File: src/rtl/apb_fir_requester.sv
// APB initiator for the FIR accelerator slave port: turns valid/ready commands into
// single APB transfers or repeated status-poll reads, with a wait-state timeout.
module apb_fir_requester #(
    parameter int ADDR_WIDTH     = 32,
    parameter int DATA_WIDTH     = 32,
    parameter int TIMEOUT_CYCLES = 16,
    parameter int POLL_LIMIT     = 64
) (
    input  logic                  clk_i,
    input  logic                  rst_i,
    input  logic                  cmd_valid_i,
    output logic                  cmd_ready_o,
    input  logic                  cmd_write_i,
    input  logic                  cmd_poll_i,
    input  logic [ADDR_WIDTH-1:0] cmd_addr_i,
    input  logic [DATA_WIDTH-1:0] cmd_wdata_i,
    input  logic [DATA_WIDTH-1:0] cmd_mask_i,
    input  logic [DATA_WIDTH-1:0] cmd_match_i,
    output logic                  rsp_valid_o,
    output logic [DATA_WIDTH-1:0] rsp_rdata_o,
    output logic                  rsp_err_o,
    output logic                  rsp_timeout_o,
    output logic [ADDR_WIDTH-1:0] paddr_o,
    output logic                  psel_o,
    output logic                  penable_o,
    output logic                  pwrite_o,
    output logic [DATA_WIDTH-1:0] pwdata_o,
    input  logic [DATA_WIDTH-1:0] prdata_i,
    input  logic                  pready_i,
    input  logic                  pslverr_i
);

    localparam int WCW = $clog2(TIMEOUT_CYCLES + 1);
    localparam int PCW = $clog2(POLL_LIMIT + 1);
    localparam logic [WCW-1:0] WAIT_ONE   = WCW'(1);
    localparam logic [WCW-1:0] WAIT_LIMIT = WCW'(TIMEOUT_CYCLES);
    localparam logic [PCW-1:0] POLL_ONE   = PCW'(1);
    localparam logic [PCW-1:0] POLL_MAX   = PCW'(POLL_LIMIT);
    localparam logic [DATA_WIDTH-1:0] DATA_ZERO = {DATA_WIDTH{1'b0}};
    localparam logic [ADDR_WIDTH-1:0] ADDR_ZERO = {ADDR_WIDTH{1'b0}};

    typedef enum logic [1:0] {
        ST_IDLE   = 2'd0,
        ST_SETUP  = 2'd1,
        ST_ACCESS = 2'd2,
        ST_RESP   = 2'd3
    } state_t;

    state_t                state_q;
    logic [WCW-1:0]        wait_cnt_q;
    logic [WCW-1:0]        wait_cnt_d;
    logic [PCW-1:0]        poll_cnt_q;
    logic [PCW-1:0]        poll_cnt_d;
    logic                  poll_q;
    logic [DATA_WIDTH-1:0] mask_q;
    logic [DATA_WIDTH-1:0] match_q;
    logic                  wait_expired_d;
    logic                  poll_exhausted_d;
    logic                  poll_hit_d;
    logic [DATA_WIDTH-1:0] rd_capture_d;

    logic                  psel_q;
    logic                  penable_q;
    logic                  pwrite_q;
    logic [ADDR_WIDTH-1:0] paddr_q;
    logic [DATA_WIDTH-1:0] pwdata_q;
    logic                  rsp_valid_q;
    logic [DATA_WIDTH-1:0] rsp_rdata_q;
    logic                  rsp_err_q;
    logic                  rsp_timeout_q;

    assign cmd_ready_o   = (state_q == ST_IDLE);
    assign psel_o        = psel_q;
    assign penable_o     = penable_q;
    assign pwrite_o      = pwrite_q;
    assign paddr_o       = paddr_q;
    assign pwdata_o      = pwdata_q;
    assign rsp_valid_o   = rsp_valid_q;
    assign rsp_rdata_o   = rsp_rdata_q;
    assign rsp_err_o     = rsp_err_q;
    assign rsp_timeout_o = rsp_timeout_q;

    // Counter increments and completion decisions for the current ACCESS cycle.
    always_comb begin
        wait_cnt_d       = wait_cnt_q + WAIT_ONE;
        poll_cnt_d       = poll_cnt_q + POLL_ONE;
        wait_expired_d   = (wait_cnt_d == WAIT_LIMIT);
        // poll_cnt_q counts reads already completed, so this read is number poll_cnt_d.
        poll_exhausted_d = (poll_cnt_d == POLL_MAX);
        poll_hit_d       = ((prdata_i & mask_q) == match_q);
        rd_capture_d     = pwrite_q ? DATA_ZERO : prdata_i;
    end

    // Transfer sequencer with registered APB and response outputs.
    always_ff @(posedge clk_i) begin
        if (rst_i) begin
            state_q       <= ST_IDLE;
            wait_cnt_q    <= {WCW{1'b0}};
            poll_cnt_q    <= {PCW{1'b0}};
            poll_q        <= 1'b0;
            mask_q        <= DATA_ZERO;
            match_q       <= DATA_ZERO;
            psel_q        <= 1'b0;
            penable_q     <= 1'b0;
            pwrite_q      <= 1'b0;
            paddr_q       <= ADDR_ZERO;
            pwdata_q      <= DATA_ZERO;
            rsp_valid_q   <= 1'b0;
            rsp_rdata_q   <= DATA_ZERO;
            rsp_err_q     <= 1'b0;
            rsp_timeout_q <= 1'b0;
        end else begin
            case (state_q)
                ST_IDLE: begin
                    rsp_valid_q <= 1'b0;
                    if (cmd_valid_i) begin
                        paddr_q    <= cmd_addr_i;
                        pwrite_q   <= cmd_write_i;
                        pwdata_q   <= cmd_write_i ? cmd_wdata_i : DATA_ZERO;
                        poll_q     <= cmd_poll_i & ~cmd_write_i;
                        mask_q     <= cmd_mask_i;
                        match_q    <= cmd_match_i & cmd_mask_i;
                        poll_cnt_q <= {PCW{1'b0}};
                        psel_q     <= 1'b1;
                        penable_q  <= 1'b0;
                        state_q    <= ST_SETUP;
                    end
                end
                ST_SETUP: begin
                    penable_q  <= 1'b1;
                    wait_cnt_q <= {WCW{1'b0}};
                    state_q    <= ST_ACCESS;
                end
                ST_ACCESS: begin
                    if (!pready_i) begin
                        wait_cnt_q <= wait_cnt_d;
                        if (wait_expired_d) begin
                            psel_q        <= 1'b0;
                            penable_q     <= 1'b0;
                            rsp_valid_q   <= 1'b1;
                            rsp_rdata_q   <= DATA_ZERO;
                            rsp_err_q     <= 1'b1;
                            rsp_timeout_q <= 1'b1;
                            state_q       <= ST_RESP;
                        end
                    end else begin
                        penable_q <= 1'b0;
                        if (pslverr_i || !poll_q || poll_hit_d || poll_exhausted_d) begin
                            psel_q        <= 1'b0;
                            rsp_valid_q   <= 1'b1;
                            rsp_rdata_q   <= rd_capture_d;
                            // A slave error wins over the poll outcome.
                            rsp_err_q     <= pslverr_i | (poll_q & ~poll_hit_d);
                            rsp_timeout_q <= ~pslverr_i & poll_q & ~poll_hit_d;
                            state_q       <= ST_RESP;
                        end else begin
                            poll_cnt_q <= poll_cnt_d;
                            state_q    <= ST_SETUP;
                        end
                    end
                end
                ST_RESP: begin
                    rsp_valid_q <= 1'b0;
                    state_q     <= ST_IDLE;
                end
                default: begin
                    psel_q      <= 1'b0;
                    penable_q   <= 1'b0;
                    rsp_valid_q <= 1'b0;
                    state_q     <= ST_IDLE;
                end
            endcase
        end
    end

endmodule

File: config.mk
export PLATFORM = sky130hd
export DESIGN_NAME = apb_fir_requester
export DESIGN_NICKNAME = d
export VERILOG_FILES = /design/src/rtl/apb_fir_requester.sv
export SDC_FILE = /design/constraint.sdc
export NUM_CORES = 1
export LEC_CHECK = 0
export ABC_AREA = 1
export ABC_CLOCK_PERIOD_IN_PS = 2450
export CAP_MARGIN = 20
export CORE_MARGIN = 2
export CORE_UTILIZATION = 40
export CTS_CLUSTER_SIZE = 16
export DETAILED_ROUTE_END_ITERATION = 6
export PLACE_DENSITY = 0.78
export SLEW_MARGIN = 40
export SYNTH_ARGS = -nofsm -noshare
export SYNTH_HDL_FRONTEND = slang
export SYNTH_SLANG_ARGS = --single-unit
File: constraint.sdc
create_clock -name clk_i -period 2.45 [get_ports clk_i]
set_input_delay 0.6125 -clock clk_i [delete_from_list [all_inputs] [get_ports clk_i]]
set_output_delay 0.6125 -clock clk_i [all_outputs]
set_load 0.05 [all_outputs]
# ---- Word-level counts from Yosys, hierarchy flattened
# Index checks and enable logic that the tools add are counted.
dict set report word_totals {
  register_bits 181
  in_bits 167
  elab_cells 91
}
dict set report op_classes {
  add_sub_neg 2
  eq_ne 13
  n_mux 32
  n_bitwise 10
  reduce_logical 19
}
# operator n
set op_table {}
lappend op_table {{32-bit 2-to-1 mux} 5}
lappend op_table {{32-bit bitwise AND} 2}
lappend op_table {{32-bit == test} 1}
lappend op_table {{7-bit 2-to-1 mux} 3}
lappend op_table {{7-bit one-hot mux with 2 select lines} 1}
lappend op_table {{1-bit 2-to-1 mux} 13}
lappend op_table {{5-bit one-hot mux with 2 select lines} 1}
lappend op_table {{3-bit AND reduction} 3}
lappend op_table {{2-bit 2-to-1 mux} 4}
lappend op_table {{2-bit != test (second input constant)} 4}
lappend op_table {{2-bit one-hot mux with 4 select lines} 1}
lappend op_table {{4-bit AND reduction} 2}
lappend op_table {{2-bit nonzero test} 4}
lappend op_table {{7-bit by 1-bit adder with 7-bit output (second input constant)} 1}
lappend op_table {{7-bit == test (second input constant)} 1}
lappend op_table {{3-bit != test (second input constant)} 2}
lappend op_table {{2-bit AND reduction} 3}
lappend op_table {{5-bit by 1-bit adder with 5-bit output (second input constant)} 1}
lappend op_table {{5-bit == test (second input constant)} 1}
lappend op_table {{5-bit 2-to-1 mux} 1}
lappend op_table {{1-bit bitwise AND} 4}
lappend op_table {{2-bit == test (second input constant)} 2}
lappend op_table {{1-bit one-hot mux with 2 select lines} 2}
lappend op_table {{1-bit logical OR} 3}
lappend op_table {{other kinds (9)} 11}

# ---- Longest topological paths before layout
# Gate-level depths: netlist of the first run.
dict set report depth {
  depth_word 7
  depth_mapped 16
}

# ---- Worst setup path before layout of the first run
# OpenSTA, ideal clock, no wires.
dict set report synth_timing {
  path_type {register to register}
  startpoint {register state_q[0]}
  endpoint {register mask_q[14]}
  setup_time_ps 70
  arrival_ps 2050
  t_required_ps 2380
  slack_ps 330
  stages_incl_launch_ff 9
  n_path_buf 2
  path_cell_list {dfxtp_1 inv_1 ha_1 nand2_1 clkinv_1 clkbuf_1 buf_1 nand2_1 a21oi_1}
}
dict set report synth_between {
  elab_chain_len 2
}
# element line_no
set synth_lines {}
lappend synth_lines {{from (decl)} 49} ;# state_t state_q;
lappend synth_lines {{from (signal assigned)} 97} ;# state_q <= ST_IDLE;
lappend synth_lines {{from (signal assigned)} 126} ;# state_q <= ST_SETUP;
lappend synth_lines {{from (signal assigned)} 132} ;# state_q <= ST_ACCESS;
lappend synth_lines {{2-bit zero test} n/a}
lappend synth_lines {{named net cmd_ready_o} 12} ;# output logic cmd_ready_o,
lappend synth_lines {{2-bit AND reduction (no source line)} n/a}
lappend synth_lines {{to (signal assigned)} 121} ;# mask_q <= cmd_mask_i;
lappend synth_lines {{to (decl)} 55} ;# logic [DATA_WIDTH-1:0] mask_q;
# The timed path passes the listed nets, and every way through them passes these cells.
# A chain may end at the register's enable or synchronous reset.

# ---- Worst setup path in the final report of the first run
dict set report layout_timing {
  startpoint {input prdata_i[5]}
  endpoint {register rsp_rdata_q[2] (netlist: rsp_rdata_o[2])}
}
dict set report layout_between {
  elab_chain_len 6
}
# element line_no
set layout_lines {}
lappend layout_lines {{from (decl)} 28} ;# input logic [DATA_WIDTH-1:0] prdata_i,
lappend layout_lines {{32-bit bitwise AND} 90} ;# poll_hit_d = ((prdata_i & mask_q) == match_q);
lappend layout_lines {{32-bit == test} 90}
lappend layout_lines {{1-bit logical OR (2 in a row)} 148} ;# if (pslverr_i || !poll_q || poll_hit_d || poll_exhausted_d) begin
lappend layout_lines {{2-bit by 1-bit != test with 1-bit output (no source line)} n/a}
lappend layout_lines {{3-bit AND reduction (no source line)} n/a}
lappend layout_lines {{to (signal assigned)} 151} ;# rsp_rdata_q <= rd_capture_d;
lappend layout_lines {{to (decl)} 68} ;# logic [DATA_WIDTH-1:0] rsp_rdata_q;
# No other way between the ends.

==> impl_metrics.csv, run 1 <==
group,metric,value,unit
outcome,outcome,"completed",
synthesis,synth_warnings,0,
timing,finalSetupViolations,0,
place,routabilityCongestion,0.855,
routing,highest_layer,"met4",
timing,max_freq,446,MHz
setup_path,crit_chain,"clkdlybuf4s50_1 > nand3_1 > nand2_1 > nand2_1 > nor2_2 > nand2_1 > nor2_1 > nand2_1 > nand3_2 > nand2_4 > inv_2 > buf_12 > nand2_1 > nand2_1 > nor2_1",
clock_network,clkTransAtPathRegs,0.07,ns
setup_path,critPathKind,"primary input to flip-flop",
routing,drt_wl_total,22.0,mm
synthesis,synthAdderAreaFrac,0.00988,
floorplan,die_h,142,um
grt,grt_max_degree,106,
timing,finalHoldViolCount,0,
synthesis,synthArstFlopShare,0,
cells_and_area,antennaDiodeCount,0,
power_and_ir_drop,power.switching,3.85,mW
grt,track_usage,0.217,
routing,dr_wl_met2,10.7,mm
floorplan,dieWidth,142,um
clock_network,cts_made_buffers,17,
grt,grt-ovfl-total,0,
timing,rsz0062_at_grt,"false",
setup_path,worstPathMaxFanout,27,
routing,drtIter0Drc,444,
synthesis,synth_enable_flop_cells,0,
routing,ant_nets,0,
routing,drc,0,
clock_network,cts_tree,"done",
timing,tightestPinTransition,0.563,ns
power_and_ir_drop,pwr-share-seq,0.361,
power_and_ir_drop,p_per_area,903,nW/um2
synthesis,syn_area_per_cell,6.83,um2
floorplan,dieArea,20100,um2
synthesis,synth_compound_area_frac,0.117,
setup_path,path_common_cell,"nand2_1",
synthesis,synth_top_family_by_area,"simple AND/OR/NAND/NOR gates",
synthesis,synth_fp_nets,1286,
floorplan,rows,50,
floorplan,start_util,0.406,
worst_hold_path,hold_path_class,"flip-flop to flip-flop",
timing,drv_slew,0,
synthesis,synthDistinctLibCells,24,
routing,met1Wirelength,8.92,mm
routing,vias,7896,
synthesis,ys_seq_area_frac,0.477,
timing,fin_skew,0.0108,ns
cells_and_area,ff_latch_area,3620,um2
run,drv_cap,0,
synthesis,muxShareOfSynthArea,0,
setup_path,critical_path.slowest_cell,"clkdlybuf4s50_1",
synthesis,yosysTopAreaCell,"dfxtp_1",
grt,grt_pass1_wl,34.9,mm
setup_path,required,2.77,ns
cells_and_area,layout-drive-gt1-share,0.0588,
timing,slew_headroom,0.623,
clock_network,root_buffer,"clkbuf_16",
synthesis,synthTopCellsByCount,"374 x nand2_1, 181 x dfxtp_1, 161 x nor2_1, 125 x a21oi_1, 75 x nand3_1",
clock_network,cts_sinks,181,
power_and_ir_drop,p_clk_frac,0.271,
timing,min_period,2.24,ns
synthesis,synth_top_area_frac,0.477,
synthesis,netlist_instances,1113,
synthesis,synth-seq-cells,181,
power_and_ir_drop,peakVddDrop,0.000481,V
clock_network,clkLatencyLatePin,0.43,ns
routing,avgRoutedWirePerCell,13.5,um
synthesis,ys.flop_type,"dfxtp_1",
clock_network,cts_buffer_depth,2,
setup_path,startpoint_type,"primary input",
setup_path,slowest_delay,0.51,ns
synthesis,yosys.area_share.simple,0.330,
power_and_ir_drop,p_int,6.36,mW
floorplan,io_pins,270,
clock_network,htreeDepth,4,
place,numPortBuffers,269,
place,hpwl,15.9,mm
routing,wl_met3,1.88,mm
power_and_ir_drop,leakagePower,4.49,nW
cells_and_area,area_growth_syn_to_layout,48.7,%
power_and_ir_drop,combPwrFrac,0.368,
setup_path,crit_arrival,2.56,ns
synthesis,synth.area.top_cells,"dfxtp_1 48%, nand2_1 18%, a21oi_1 8.2%",
power_and_ir_drop,power,10.2,mW
cells_and_area,nets,1555,
power_and_ir_drop,netSwitchingFraction,0.377,
timing,hold_slack,0.451,ns
grt,grt_pass1_vias,7268,
synthesis,synthesis.area,7600,um2
synthesis,yosysMostFrequentCell,"nand2_1",
routing,dr.pass1.iters,5,
grt,antenna_found_initial,0,
routing,vias_per_cell,4.85,
timing,period_share,0.916,
floorplan,coreArea,18700,um2
setup_path,end_kind,"flip-flop",
synthesis,synth_xor_area_frac,0.00230,
cells_and_area,multi_input_area,3500,um2
cells_and_area,fillers,1714,
==> per-layer routing <==
layer / vias to the layer above / GRT usage
met1: 3539 / 0.251
met2: 258 / 0.377
met5: - / 0
met3: 31 / 0.0715
li1: 4068 / -
met4: 0 / 0.0753
==> path summary, 6_finish.rpt <==
kind,start,end,slack [ns],cells after the start
max,prdata_i[5],rsp_rdata_o[2]$_SDFFE_PP0P_,0.21,15
min,penable_o$_SDFFE_PP0P_,penable_o$_SDFFE_PP0P_,0.45,2
max reg2reg,poll_cnt_q[0]$_SDFFE_PP0P_,rsp_rdata_o[2]$_SDFFE_PP0P_,0.51,15
min reg2reg,penable_o$_SDFFE_PP0P_,penable_o$_SDFFE_PP0P_,0.45,2
==> cell families (layout without fill, tap and decap cells) <==
logic type / count (synthesis) / count (layout)
xor gates and xnor gates: 2 / 2
AOI/OAI and AO/OA: 176 / 176
and+or+nand+nor: 626 / 626
DFF: 181 / 181
adders and majority gates: 6 / 6
buffers and inverters: 122 / 403
==> worst max-delay path: cells and delay by family <==
kind,cells,cell delay [ns]
buffers and inverters,3,0.80
AND/OR/NAND/NOR,12,1.13
==> metrics by stage <==
stage | worst slack [ns] | instance area [um2] | instances | TNS (ns) | util
after floorplan | 0.330 | 7600 | 1113 | 0 | -
after global routing | 0.0301 | 11300 | 1628 | 0 | 0.604
after global placement | -0.303 | 10700 | 1597 | -11.03 | 0.573
after detailed placement | -0.311 | 10700 | 1597 | -10.56 | 0.573
final | 0.206 | 11300 | 1628 | 0 | 0.604
after CTS | 0.119 | 11300 | 1628 | 0 | 0.604
==> repair_timing <==
item / CTS / global route
endpoints found under the hold margin: 0 / 0
hold buffers: 0 / 0
gates resized for setup: 0 / 1
setup endpoints to repair: 0 / 2
buffers inserted: 0 / 0
==> cells in the final DEF, fill, tap and decap left out, types with 11 or more instances in the layout <==
master	Yosys	routed
dfxtp_1	181	181
inv_1	61	60
nand3_1	75	75
nand3b_1	11	11
clkbuf_16	0	17
buf_4	3	36
o21ai_0	47	47
clkdlybuf4s50_1	0	266
a21oi_1	125	125
nand2_1	374	373
nor2_1	161	158
==> area by class of cell <==
class                   instances  share of cell area
flip-flops and latches        181               0.321
multi-input cells             810               0.310
repair buffers                308               0.270
clock buffers                  19              0.0383
inverters                      64              0.0213
well taps                     234              0.0259
clock inverters                12              0.0136
==> flip-flops by register name, indices dropped and copies added (netlist names) <==
| register | count |
|---|---|
| match_q | 32 |
| poll_cnt_q | 7 |
| rsp_valid_o | 1 |
| rsp_err_o | 1 |
| paddr_o | 32 |
| pwrite_o | 1 |
| rsp_rdata_o | 32 |
| psel_o | 1 |
| mask_q | 32 |
| state_q | 2 |
| poll_q | 1 |
| rsp_timeout_o | 1 |
| penable_o | 1 |
| wait_cnt_q | 5 |
| pwdata_o | 32 |
==> power by group through the flow <==
| stage | clock network (mW) | registers (mW) | logic, mW |
|---|---|---|---|
| final | 2.77 | 3.68 | 3.75 |
| after CTS | 2.83 | 3.68 | 3.78 |
| after global routing | 2.95 | 3.75 | 4.10 |
| after floorplan | 0 | 4.62 | 1.51 |
| after global placement | 0 | 3.73 | 3.72 |
| after detailed placement | 0 | 3.74 | 3.77 |
Power figures use the tool's default switching activity.
==> run 2: changes to the inputs <==
ABC_CLOCK_PERIOD_IN_PS = 2400   (was 2450)
CTS_BUF_LIST = sky130_fd_sc_hd__clkbuf_8   (was not set)
clock period = 2.4 ns   (was 2.45 ns; I/O delays follow)
==> impl_metrics.csv, run 2 (synthesis gave the netlist of run 1 again) <==
group,metric,value,unit
place,routabilityCongestion,0.875,
cells_and_area,final_cell_mix,"373 x nand2_1, 266 x clkdlybuf4s50_1, 181 x dfxtp_1, 159 x nor2_1, 125 x a21oi_1",
timing,fin_skew,0.0171,ns
floorplan,rows,50,
run,drv_cap,0,
floorplan,dieArea,20100,um2
routing,dr.pass1.iters,5,
setup_path,slowest_delay,0.82,ns
timing,period_share,0.947,
setup_path,cp_top_family,"buffers and inverters",
grt,global_route.usage.met1,0.254,
power_and_ir_drop,peakVddDrop,0.000404,V
cells_and_area,area_growth_syn_to_layout,46.1,%
clock_network,cts_hold_buf,0,
clock_network,cts_sinks,181,
grt,busiest_layer,"met2",
grt,antenna_found_initial,0,
grt,met2_usage,0.368,
floorplan,die_h,142,um
cells_and_area,antennaDiodeCount,0,
grt,grt_pass1_vias,7327,
clock_network,clkLatencyLatePin,0.46,ns
timing,max_freq,440,MHz
floorplan,start_util,0.406,
cells_and_area,fillers,1747,
routing,ant_nets,0,
setup_path,worstPathMaxFanout,2,
routing,avgRoutedWirePerCell,13.5,um
cells_and_area,layout-drive-gt1-share,0.0581,
setup_path,crit_chain,"clkdlybuf4s50_1",
cells_and_area,finalNonFillerCells,1627,
routing,drt_wl_total,22.0,mm
cells_and_area,post-route-util,0.594,
clock_network,htreeDepth,4,
clock_network,cts_made_buffers,17,
routing,drtIter0Drc,450,
timing,rsz0062_at_grt,"false",
grt,grt_max_degree,106,
power_and_ir_drop,power,9.77,mW
floorplan,io_pins,270,
cells_and_area,final_common_cell,"nand2_1",
setup_path,crit_buf_inv,1,
clock_network,cts_resized,0,
power_and_ir_drop,leakagePower,4.41,nW
setup_path,startpoint_type,"flip-flop",
timing,finalSetupViolations,0,
grt,track_usage,0.217,
grt,use_met3,0.0753,
place,numPortBuffers,269,
clock_network,cts_tree,"done",
floorplan,dieWidth,142,um
clock_network,root_buffer,"clkbuf_8",
timing,finalHoldViolCount,0,
cells_and_area,nets,1554,
routing,vias_per_cell,4.83,
routing,vias,7856,
worst_hold_path,hold_path_class,"flip-flop to flip-flop",
timing,setup_tns,0,ns
setup_path,crit_arrival,1.67,ns
setup_path,critPathKind,"flip-flop to output port",
timing,min_period,2.27,ns
timing,drv_slew,0,
setup_path,critical_path.slowest_cell,"clkdlybuf4s50_1",
grt,grt_pass1_wl,35.0,mm
power_and_ir_drop,p_per_area,880,nW/um2
setup_path,required,1.80,ns
setup_path,end_kind,"output port",
clock_network,clkTransAtPathRegs,0.10,ns
timing,tightestPinTransition,0.628,ns
place,hpwl,15.9,mm
place,dp.cells,1596,
routing,drc,0,
floorplan,coreArea,18700,um2
clock_network,post_cts_buffers,0,
timing,slew_headroom,0.577,
outcome,outcome,"completed",
clock_network,cts_buffer_depth,2,
grt,grt-ovfl-total,0,
-- run 2: path summary, 6_finish.rpt --
kind	start	endpoint	slack [ns]	cells after the start
setup / recovery	pwdata_o[11]$_SDFFE_PP0P_	pwdata_o[11]	0.13	1
hold / removal	penable_o$_SDFFE_PP0P_	penable_o$_SDFFE_PP0P_	0.46	2
setup reg to reg	poll_cnt_q[0]$_SDFFE_PP0P_	poll_cnt_q[2]$_SDFFE_PP0P_	0.36	15
hold reg to reg	penable_o$_SDFFE_PP0P_	penable_o$_SDFFE_PP0P_	0.46	2
-- run 2: metal layers --
| metal | routed length [um] | vias to the layer above | part of all wire |
|---|---|---|---|
| met1 | 9140 | 3500 | 0.42 |
| li1 | - | 4064 | - |
| met5 | 0 | - | 0 |
| met4 | 608 | 0 | 0.028 |
| met2 | 10400 | 253 | 0.47 |
| met3 | 1830 | 39 | 0.083 |
-- run 2: stage by stage --
step	cell area [um2]	setup slack [ns]	hold slack, ns
floorplan	7600	0.280	0.448
global placement	10700	-0.312	0.433
detailed placement	10700	-0.320	0.443
CTS	11100	0.0897	0.455
global route	11100	0.0516	0.483
finish	11100	0.128	0.457
-- run 2: area by class of cell --
cell class                 instances  area (um2)  share of cell area
tap                              234         293              0.0264
multi-input combinational        810        3500               0.315
clock buffer                      17         234              0.0211
timing repair buffer             307        3030               0.273
sequential                       181        3620               0.326
inverter                          64         240              0.0216
clock inverter                    14         176              0.0159
-- run 2: report_power, final --
group / internal (mW) / switching, mW / leakage, nW
combinational: 1.37 / 2.45 / 2.72
clock: 1.04 / 1.15 / 0.209
sequential: 3.47 / 0.292 / 1.48
==> run 3: changes to the inputs <==
CAP_MARGIN = 15   (was 20)
SKIP_CTS_REPAIR_TIMING = 1   (was not set)
==> results of run 3 <==
Same layout as run 2: the final DEF is identical, and so are final timing and power.
